===== src/rtl/fp_mul_round.sv =====
// fp_mul_round: normalize / round / pack stage that follows a single-precision
// mantissa multiplier. Two pipeline stages with valid/ready handshaking:
//   S1 normalizes the 48-bit product into mantissa, guard and sticky bits.
//   S2 rounds to nearest-even, range-checks the exponent and packs the result.
module fp_mul_round (
  input  logic        clk,
  input  logic        rst,
  input  logic        in_valid,
  output logic        in_ready,
  input  logic        in_sign,
  input  logic [9:0]  in_exp,
  input  logic [47:0] in_prod,
  input  logic        in_nan,
  input  logic        in_inf,
  input  logic        in_zero,
  output logic        out_valid,
  input  logic        out_ready,
  output logic [31:0] out_result,
  output logic [2:0]  out_flags
);

  // ---------------------------------------------------------------- control
  logic w_s2_en;
  logic w_s1_en;

  // Exponents are carried 12 bits wide and signed so that in_exp+1 plus a
  // rounding carry can never wrap, whatever the 10-bit input holds.
  logic               r_s1_valid;
  logic               r_s1_sign;
  logic signed [11:0] r_s1_exp;
  logic [22:0]        r_s1_mant;
  logic               r_s1_guard;
  logic               r_s1_sticky;
  logic               r_s1_nan;
  logic               r_s1_inf;
  logic               r_s1_zero;

  logic               r_out_valid;
  logic [31:0]        r_out_result;
  logic [2:0]         r_out_flags;

  // S2 advances when its slot is empty or being drained; S1 when it is empty
  // or S2 advances. in_ready depends only on registered state and out_ready.
  assign w_s2_en  = !r_out_valid | out_ready;
  assign w_s1_en  = !r_s1_valid | w_s2_en;
  assign in_ready = w_s1_en;

  // -------------------------------------------------------------- normalize
  logic               w_top;
  logic [22:0]        w_norm_mant;
  logic               w_norm_guard;
  logic               w_norm_sticky;
  logic signed [11:0] w_norm_exp;

  assign w_top         = in_prod[47];
  assign w_norm_mant   = w_top ? in_prod[46:24] : in_prod[45:23];
  assign w_norm_guard  = w_top ? in_prod[23]    : in_prod[22];
  assign w_norm_sticky = w_top ? (|in_prod[22:0]) : (|in_prod[21:0]);
  assign w_norm_exp    = $signed({{2{in_exp[9]}}, in_exp}) + $signed({11'd0, w_top});

  // S1 register: capture the normalized beat whenever the stage may load
  always_ff @(posedge clk) begin
    if (rst) begin
      r_s1_valid  <= 1'b0;
      r_s1_sign   <= 1'b0;
      r_s1_exp    <= '0;
      r_s1_mant   <= '0;
      r_s1_guard  <= 1'b0;
      r_s1_sticky <= 1'b0;
      r_s1_nan    <= 1'b0;
      r_s1_inf    <= 1'b0;
      r_s1_zero   <= 1'b0;
    end else if (w_s1_en) begin
      r_s1_valid <= in_valid;
      if (in_valid) begin
        r_s1_sign   <= in_sign;
        r_s1_exp    <= w_norm_exp;
        r_s1_mant   <= w_norm_mant;
        r_s1_guard  <= w_norm_guard;
        r_s1_sticky <= w_norm_sticky;
        r_s1_nan    <= in_nan;
        r_s1_inf    <= in_inf;
        r_s1_zero   <= in_zero;
      end
    end
  end

  // ---------------------------------------------------------- round & pack
  logic               w_round_up;
  logic [23:0]        w_mant_sum;
  logic               w_carry;
  logic [22:0]        w_final_mant;
  logic signed [11:0] w_final_exp;
  logic [31:0]        w_result;
  logic [2:0]         w_flags;

  assign w_round_up   = r_s1_guard & (r_s1_sticky | r_s1_mant[0]);
  assign w_mant_sum   = {1'b0, r_s1_mant} + {23'd0, w_round_up};
  assign w_carry      = w_mant_sum[23];
  // A carry means the fraction rolled over to exactly 1.0 of the next binade
  assign w_final_mant = w_carry ? 23'd0 : w_mant_sum[22:0];
  assign w_final_exp  = r_s1_exp + $signed({11'd0, w_carry});

  // Select special, overflow, underflow or normal packing; specials win
  always_comb begin
    w_result = {r_s1_sign, w_final_exp[7:0], w_final_mant};
    w_flags  = {2'b00, r_s1_guard | r_s1_sticky};
    if (r_s1_nan) begin
      w_result = 32'h7FC0_0000;
      w_flags  = 3'b000;
    end else if (r_s1_inf) begin
      w_result = {r_s1_sign, 8'hFF, 23'd0};
      w_flags  = 3'b000;
    end else if (r_s1_zero) begin
      w_result = {r_s1_sign, 31'd0};
      w_flags  = 3'b000;
    end else if (w_final_exp >= 12'sd255) begin
      w_result = {r_s1_sign, 8'hFF, 23'd0};
      w_flags  = 3'b101;
    end else if (w_final_exp <= 12'sd0) begin
      w_result = {r_s1_sign, 31'd0};
      w_flags  = 3'b011;
    end
  end

  // S2 register: output holds steady until the downstream takes it
  always_ff @(posedge clk) begin
    if (rst) begin
      r_out_valid  <= 1'b0;
      r_out_result <= 32'd0;
      r_out_flags  <= 3'b000;
    end else if (w_s2_en) begin
      r_out_valid <= r_s1_valid;
      if (r_s1_valid) begin
        r_out_result <= w_result;
        r_out_flags  <= w_flags;
      end
    end
  end

  assign out_valid  = r_out_valid;
  assign out_result = r_out_result;
  assign out_flags  = r_out_flags;

endmodule


===== config.mk =====
export PLATFORM = sky130hd
export DESIGN_NAME = fp_mul_round
export DESIGN_NICKNAME = d
export VERILOG_FILES = /design/src/rtl/fp_mul_round.sv
export SDC_FILE = /design/constraint.sdc
export NUM_CORES = 1
export LEC_CHECK = 0
export BUFFER_PORTS_ARGS = -buffer_cell sky130_fd_sc_hd__buf_2
export CELL_PAD_IN_SITES_DETAIL_PLACEMENT = 1
export CELL_PAD_IN_SITES_GLOBAL_PLACEMENT = 1
export CORE_MARGIN = 4
export CORE_UTILIZATION = 35
export CTS_BUF_LIST = sky130_fd_sc_hd__clkbuf_16
export CTS_CLUSTER_DIAMETER = 200
export CTS_CLUSTER_SIZE = 20
export DETAILED_ROUTE_END_ITERATION = 8
export GPL_ROUTABILITY_DRIVEN = 0
export GPL_TIMING_DRIVEN = 0
export PLACE_DENSITY_LB_ADDON = 0.1
export SLEW_MARGIN = 0
export SYNTH_ARGS = -nofsm -noshare
export SYNTH_HDL_FRONTEND = slang
export SYNTH_SLANG_ARGS = --single-unit

===== constraint.sdc =====
create_clock -name clk -period 3.25 [get_ports clk]
set_input_delay 0.65 -clock clk [delete_from_list [all_inputs] [get_ports clk]]
set_output_delay 0.65 -clock clk [all_outputs]
set_load 0.01 [all_outputs]

==> results of run 1 <==
==> routing by layer <==
metal	vias to the layer above	global-route usage, %	share of wire (%)	wire, microns
met5	-	0	0	0
met1	1679	25.82	50	5700
li1	1862	-	-	-
met2	96	25.28	42	4783
met4	0	7.372	2.0	228
met3	14	3.476	5.4	610
==> cell families after synthesis <==
group | Yosys count
and+or+nand+nor | 163
AOI/OAI and AO/OA | 95
DFF | 77
xor gates and xnor gates | 37
buffers and inverters | 37
muxes | 26
adders and majority gates | 6
==> final timing paths <==
path	endpoint	slack (ns)
worst max register to register	out_result[14]$_SDFFE_PP0P_	0.14
worst min register to register	out_result[21]$_SDFFE_PP0P_	0.45
worst max-delay path	out_result[14]$_SDFFE_PP0P_	0.14
worst min-delay path	out_result[21]$_SDFFE_PP0P_	0.45
==> placed cells by master, fill, tap and decap left out, types with 3 or more instances in the layout <==
cell type	Yosys	final
buf_2	4	105
dfxtp_1	77	68
nor2_1	55	53
nand2_1	44	44
a211oi_1	39	37
mux2i_1	25	25
buf_4	4	22
xnor2_1	21	20
nand3_1	19	17
clkbuf_1	16	16
xor2_1	16	16
o21ai_0	17	16
a21oi_1	13	13
a32o_1	12	12
clkbuf_16	0	9
inv_1	7	6
nand4_1	6	6
and3_1	6	6
nor4_1	6	6
dfxtp_2	0	5
and4_1	5	4
nor3_1	5	4
ha_1	6	4
dfxtp_4	0	4
nor2_4	0	3
buf_6	2	3
buf_1	3	3
==> repair_timing <==
action	4_1_cts	5_1_grt
pin swaps	4	10
endpoints found under the setup margin	33	31
setup buffers	3	16
gates resized for setup	25	17
gates cloned	0	0
==> sequential cells by signal, indices dropped and copies added (netlist names) <==
signal       flops
r_s1_valid       1
r_s1_guard       1
r_s1_exp        11
out_flags        3
r_s1_sticky      1
r_s1_zero        1
r_s1_inf         1
r_s1_nan         1
r_s1_mant       23
out_result      32
r_s1_sign        1
out_valid        1
==> area by class of cell <==
| cell class | count | share of cell area [%] |
|---|---|---|
| repair buffers | 121 | 12.58 |
| plain buffers | 29 | 3.035 |
| flip-flops and latches | 77 | 30.09 |
| clock buffers | 9 | 4.336 |
| well taps | 140 | 3.373 |
| inverters | 7 | 0.5059 |
| multi-input cells | 327 | 44.35 |
| clock inverters | 7 | 1.735 |
==> per-stage QoR <==
stage / util (%) / setup slack, ns / TNS, ns / total power (W)
final: 47.91 / 0.1394 / 0 / 0.002472
after CTS: 46.33 / 0.001470 / 0 / 0.002473
after global placement: 42.16 / -0.5898 / -13.30 / 0.001386
after global routing: 47.91 / -0.007453 / -0.01034 / 0.002579
after floorplan: - / 0.08050 / 0 / 0.001258
after detailed placement: 42.16 / -0.6862 / -15.83 / 0.001393
==> power by group through the flow <==
stage	sequential, W	combinational, W	clock, W
6_report	0.00105	0.000362	0.00106
3_3_place_gp	0.00107	0.000319	0
2_1_floorplan	0.00106	0.000196	0
3_5_place_dp	0.00107	0.000323	0
4_1_cts	0.00105	0.000341	0.00108
5_1_grt	0.00106	0.000403	0.00112
==> worst max-delay path, cell delays in order, from the launching register on <==
cell     delay [ns]
dfxtp_4        0.36
and4_1         0.19
and2_4         0.16
and4_1         0.19
buf_6          0.12
nand4_4        0.10
buf_6          0.11
inv_2          0.04
ha_4           0.17
ha_4           0.26
nand4_1        0.14
nor4b_2        0.30
a22o_2         0.24
nor2_4         0.06
and3_4         0.18
buf_8          0.14
a32o_1         0.24
==> flow_summary_export.csv, run 1 <==
group,metric,value,unit
status,status,"finished clean",
setup_path,critPathMaxFanout,10,
routing,routedWlPerCell,15.79,microns
sta,skew,0.004888,ns
global_route,antenna_found_initial,0,
sta,finalWorstPathRequiredPeriod,3.111,ns
placed_design,hpwl,8837,microns
synth,synthAdderAreaFrac,1.932,%
placed_design,place_area,0.004571,sq mm
clocking,clk_latency,0.34,ns
global_route,grt_max_degree,14,
synth,synthXorXnorAreaFrac,8.341,%
sta,worst_hold_slack,0.4484,ns
synth,ys_async_sr_fraction,0,%
sta,finalMaxSlewViolations,0,
synth,synth_area_leaders,"dfxtp_1, a211oi_1, mux2i_1",
worst_hold_path,holdCritStartpoint,"out_result[21]$_SDFFE_PP0P_",
finish,antennaDiodeCount,0,
routing,wl,11320,microns
synth,synth-edff-count,0,
setup_path,crit_arrival,3.34,ns
placed_design,dp_cells,683,
clocking,numCtsBuffers,9,
setup_path,rr_worst_depth,16,
finish,instances_no_fill,717,
worst_hold_path,hold_path_class,"register to register",
power_and_ir_drop,power.share.combinational,14.6,%
clocking,clk_pin_slew,0.06,ns
clocking,clock-root-buffer,"clkbuf_16",
power_and_ir_drop,p_clk_share,42.8,%
synth,synth_cell_types,47,
finish,seqCellArea,0.001563,sq mm
power_and_ir_drop,switching_share,25.91,%
synth,synth_top_area_cell,"dfxtp_1",
die,fp.dieH,113.4,microns
synth,ys_warn_count,0,
synth,synth_top_family_by_area,"simple AND/OR/NAND/NOR gates",
setup_path,r2r-start,"r_s1_mant[15]$_SDFFE_PP0P_",
clocking,htree_levels,3,
finish,final_layout_size_suffix_gt1_share,31.37,%
global_route,grt_pass1_wl,18130,microns
sta,finalHoldViolations,0,
routing,vias_per_cell,5.092,
power_and_ir_drop,seq_power_share,42.5,%
routing,antenna_left,0,
synth,synth_seq_area_share,39.68,%
synth,synth_compound_area_share,17.75,%
synth,synthFlopType,"dfxtp_1",
global_route,grt.total_usage,17.69,%
die,num_rows,38,
synth,syn-cell-area,0.003885,sq mm
flow_run,cap_violations,0,
worst_hold_path,holdPathStages,2,
synth,synthSimpleGateAreaFrac,20.74,%
die,core,0.01084,sq mm
sta,setup_viol,0,
finish,synthToLayoutAreaGrowth,33.69,%
routing,drc_errors,0,
synth,syn_avg_cell_area,8.809,sq um
setup_path,required,3.48,ns
global_route,grt_pass1_vias,3650,
setup_path,crit_type,"register to register",
sta,slew-limit-headroom,51.59,%
sta,fmax,321.5,MHz
setup_path,end_kind,"register",
setup_path,worstSetupStartpoint,"r_s1_mant[15]$_SDFFE_PP0P_",
power_and_ir_drop,p_per_area,476.0,mW/mm^2
synth,yosys.area.top_type_share,39.68,%
synth,synth_most_common_cell,"dfxtp_1",
clocking,cts.sinks,77,
routing,vias,3651,
sta,worst_pin_slew,0.7261,ns
placed_design,numPortBuffers,102,
die,dieArea,0.01285,sq mm
global_route,gr-total-overflow,0,
die,die_x,113.4,microns
clocking,clk_path_buf_depth,2,
power_and_ir_drop,internal-power,0.001832,W
finish,multi_input_comb_area,0.002303,sq mm
power_and_ir_drop,peakVddDrop,214.1,uV
synth,synth_cells,441,
die,pin_count,103,
synth,ys_top_cells_by_count,"dfxtp_1, nor2_1, nand2_1, a211oi_1, mux2i_1",
clocking,ctsHoldBuffers,0,
synth,synth.area.mux_share,6.795,%
setup_path,critPathLaunchType,"register",
synth,syn_nets,513,
die,initial_utilization,35.84,%
power_and_ir_drop,p_leak,2.188,nW
power_and_ir_drop,p_sw,0.0006407,W
finish,stdcell_area,0.005194,sq mm
synth,ys_ff_latch,77,
finish,n_fill_cell,1326,
finish,nets,644,
clocking,cts_tree,"built",
sta,period_share,95.71,%
routing,drtPass1Iterations,4,
routing,drt_iter0_drc,152,
No activity file was read; power rests on OpenSTA's default activity.
==> run 2: changes to the inputs <==
--- a/config.mk
+++ b/config.mk
@@ -9,7 +9,7 @@
 export CELL_PAD_IN_SITES_DETAIL_PLACEMENT = 1
 export CELL_PAD_IN_SITES_GLOBAL_PLACEMENT = 1
 export CORE_MARGIN = 4
-export CORE_UTILIZATION = 35
+export CORE_UTILIZATION = 42
 export CTS_BUF_LIST = sky130_fd_sc_hd__clkbuf_16
 export CTS_CLUSTER_DIAMETER = 200
 export CTS_CLUSTER_SIZE = 20
==> constraint.sdc (replaced) <==
create_clock -name clk -period 3.6 [get_ports clk]
set_input_delay 0.72 -clock clk [delete_from_list [all_inputs] [get_ports clk]]
set_output_delay 0.72 -clock clk [all_outputs]
set_load 0.01 [all_outputs]
==> run 2 against run 1 <==
Maximum frequency shrank 9.8%. Die area shrank 16%. Sequential cell count is the same. Clock-buffer cell count is the same. Cell area shrank 4.0%. Setup slack gained 0.012 ns. Final cell count shrank 6.4%. Sequential power shrank 9.6%.
==> flow_summary_export.csv, run 2 (synthesized netlist as in run 1, its figures left out) <==
group,metric,value,unit
finish,final_common_cell,"buf_2",
routing,antenna_left,0,
clocking,clk_pin_slew,0.06,ns
setup_path,cpMaxStageDelayCell,"ha_2",
clocking,clk_latency,0.33,ns
setup_path,worstPathCellList,"and4_1 -> and2_1 -> and4_1 -> buf_4 -> nand4_2 -> buf_6 -> inv_1 -> ha_2 -> ha_2 -> nand4_1 -> nor4b_2 -> a22o_2 -> nor2_4 -> and3_4 -> buf_8 -> a32o_1",
die,core,0.008848,sq mm
setup_path,worstSetupStartpoint,"r_s1_mant[15]$_SDFFE_PP0P_",
setup_path,max_stage_delay,0.39,ns
global_route,grt_pass1_vias,3725,
die,fp.dieH,104.2,microns
die,dieArea,0.01085,sq mm
finish,nets,630,
routing,vias_per_cell,5.477,
sta,fmax,290.0,MHz
flow_run,cap_violations,0,
clocking,clock-root-buffer,"clkbuf_16",
placed_design,numPortBuffers,102,
routing,routedWlPerCell,17.10,microns
setup_path,required,3.82,ns
sta,finalMaxSlewViolations,0,
clocking,clk_path_buf_depth,2,
die,num_rows,34,
worst_hold_path,holdCritStartpoint,"out_result[3]$_SDFFE_PP0P_",
sta,finalHoldViolations,0,
global_route,gr-total-overflow,0,
routing,drc_errors,0,
placed_design,hpwl,8747,microns
power_and_ir_drop,p_leak,2.125,nW
sta,period_share,95.78,%
setup_path,end_kind,"register",
sta,worst_pin_slew,0.7079,ns
setup_path,crit_arrival,3.66,ns
clocking,cts_tree,"built",
sta,worst_hold_slack,0.4474,ns
clocking,htree_levels,3,
routing,vias,3675,
sta,setup_viol,0,
die,die_x,104.2,microns
finish,antennaDiodeCount,0,
global_route,grt.total_usage,21.08,%
global_route,antenna_found_initial,0,
placed_design,dp_cells,651,
global_route,grt_max_degree,14,
power_and_ir_drop,p_per_area,460.4,mW/mm^2
sta,setup_ws,0.1518,ns
status,status,"finished clean",
setup_path,cp_top_family,"simple AND/OR/NAND/NOR gates",
finish,layout_common_cells,"buf_2, dfxtp_1, nor2_1",
setup_path,critPathLaunchType,"register",
routing,wl,11480,microns
power_and_ir_drop,peakVddDrop,205.7,uV
finish,final_layout_size_suffix_gt1_share,27.71,%
die,initial_utilization,43.91,%
setup_path,crit_type,"register to register",
die,pin_count,103,
finish,synthToLayoutAreaGrowth,28.34,%
setup_path,r2r-start,"r_s1_mant[15]$_SDFFE_PP0P_",
setup_path,critPathMaxFanout,10,
clocking,numCtsBuffers,9,
setup_path,r2r_slack,0.15,ns
finish,instances_no_fill,671,
clocking,cts.sinks,77,
placed_design,dp_slack,-0.3173,ns
worst_hold_path,hold_path_class,"register to register",
power_and_ir_drop,finalPower,0.002296,W
routing,drtPass1Iterations,4,
finish,largest_reg_flops,32,
sta,finalWorstPathRequiredPeriod,3.448,ns
setup_path,crit_buf_inv,4,
sta,slew-limit-headroom,52.81,%
global_route,grt_pass1_wl,18680,microns
routing,drt_iter0_drc,100,
sta,skew,0.008209,ns
## run 2: cell count changes in the layout (fill, tap and decap cells not counted), sizes merged
cell,change
inv,+1
bufinv,+1
clkinv,-2
buf,-14
## run 2: per-layer routing
metal  GRT usage [%]  up-vias  part of all wire [%]
met5               0        -                     0
met4           6.648        0                   1.5
met3           3.973       11                   4.4
met2           33.47       93                    45
met1           28.95     1744                    49
li1                -     1827                     -
## run 2: worst paths after layout
kind,cells past startpoint,endpoint
max reg2reg,16,out_result[2]$_SDFFE_PP0P_
min reg2reg,2,out_result[3]$_SDFFE_PP0P_
min,2,out_result[3]$_SDFFE_PP0P_
max,16,out_result[2]$_SDFFE_PP0P_
## run 2: final cells by class
type / instances / area (sq um)
Sequential cell: 77 / 1548
Inverter: 7 / 26.28
Fill cell: 1078 / 3862
Clock buffer: 9 / 225.2
Timing Repair Buffer: 107 / 548.0
Clock inverter: 7 / 115.1
Tap cell: 108 / 135.1
Buffer: 29 / 153.9
Multi-Input combinational cell: 327 / 2235
## run 2: stage by stage
stage / util (%) / setup TNS (ns) / cell area [sq um]
finish: 56.35 / 0 / 4986
CTS: 55.33 / 0 / 4896
global placement: 51.20 / -1.668 / 4531
detailed placement: 51.20 / -4.435 / 4531
floorplan: - / 0 / 3885
global route: 56.35 / -0.2799 / 4986
## run 2: report_power, final
part	internal [W]	switching, W	total, W
sequential	0.000901	0.0000474	0.000949
clock	0.000675	0.000357	0.00103
combinational	0.000139	0.000177	0.000316
## run 2: worst reg2reg max path, cell delays in order, from the launching register on
cell and delay (ns):
dfxtp_1 0.36, and4_1 0.20, and2_1 0.18, and4_1 0.19, buf_4 0.15, nand4_2 0.13
buf_6 0.15, inv_1 0.06, ha_2 0.21, ha_2 0.39, nand4_1 0.16, nor4b_2 0.25
a22o_2 0.26, nor2_4 0.07, and3_4 0.18, buf_8 0.14, a32o_1 0.24
## run 2: what timing repair did
item,CTS,global route
hold buffers,0,0
pin swaps,0,3
endpoints found under the setup margin,29,30
setup buffers,1,4
resized for setup,6,16
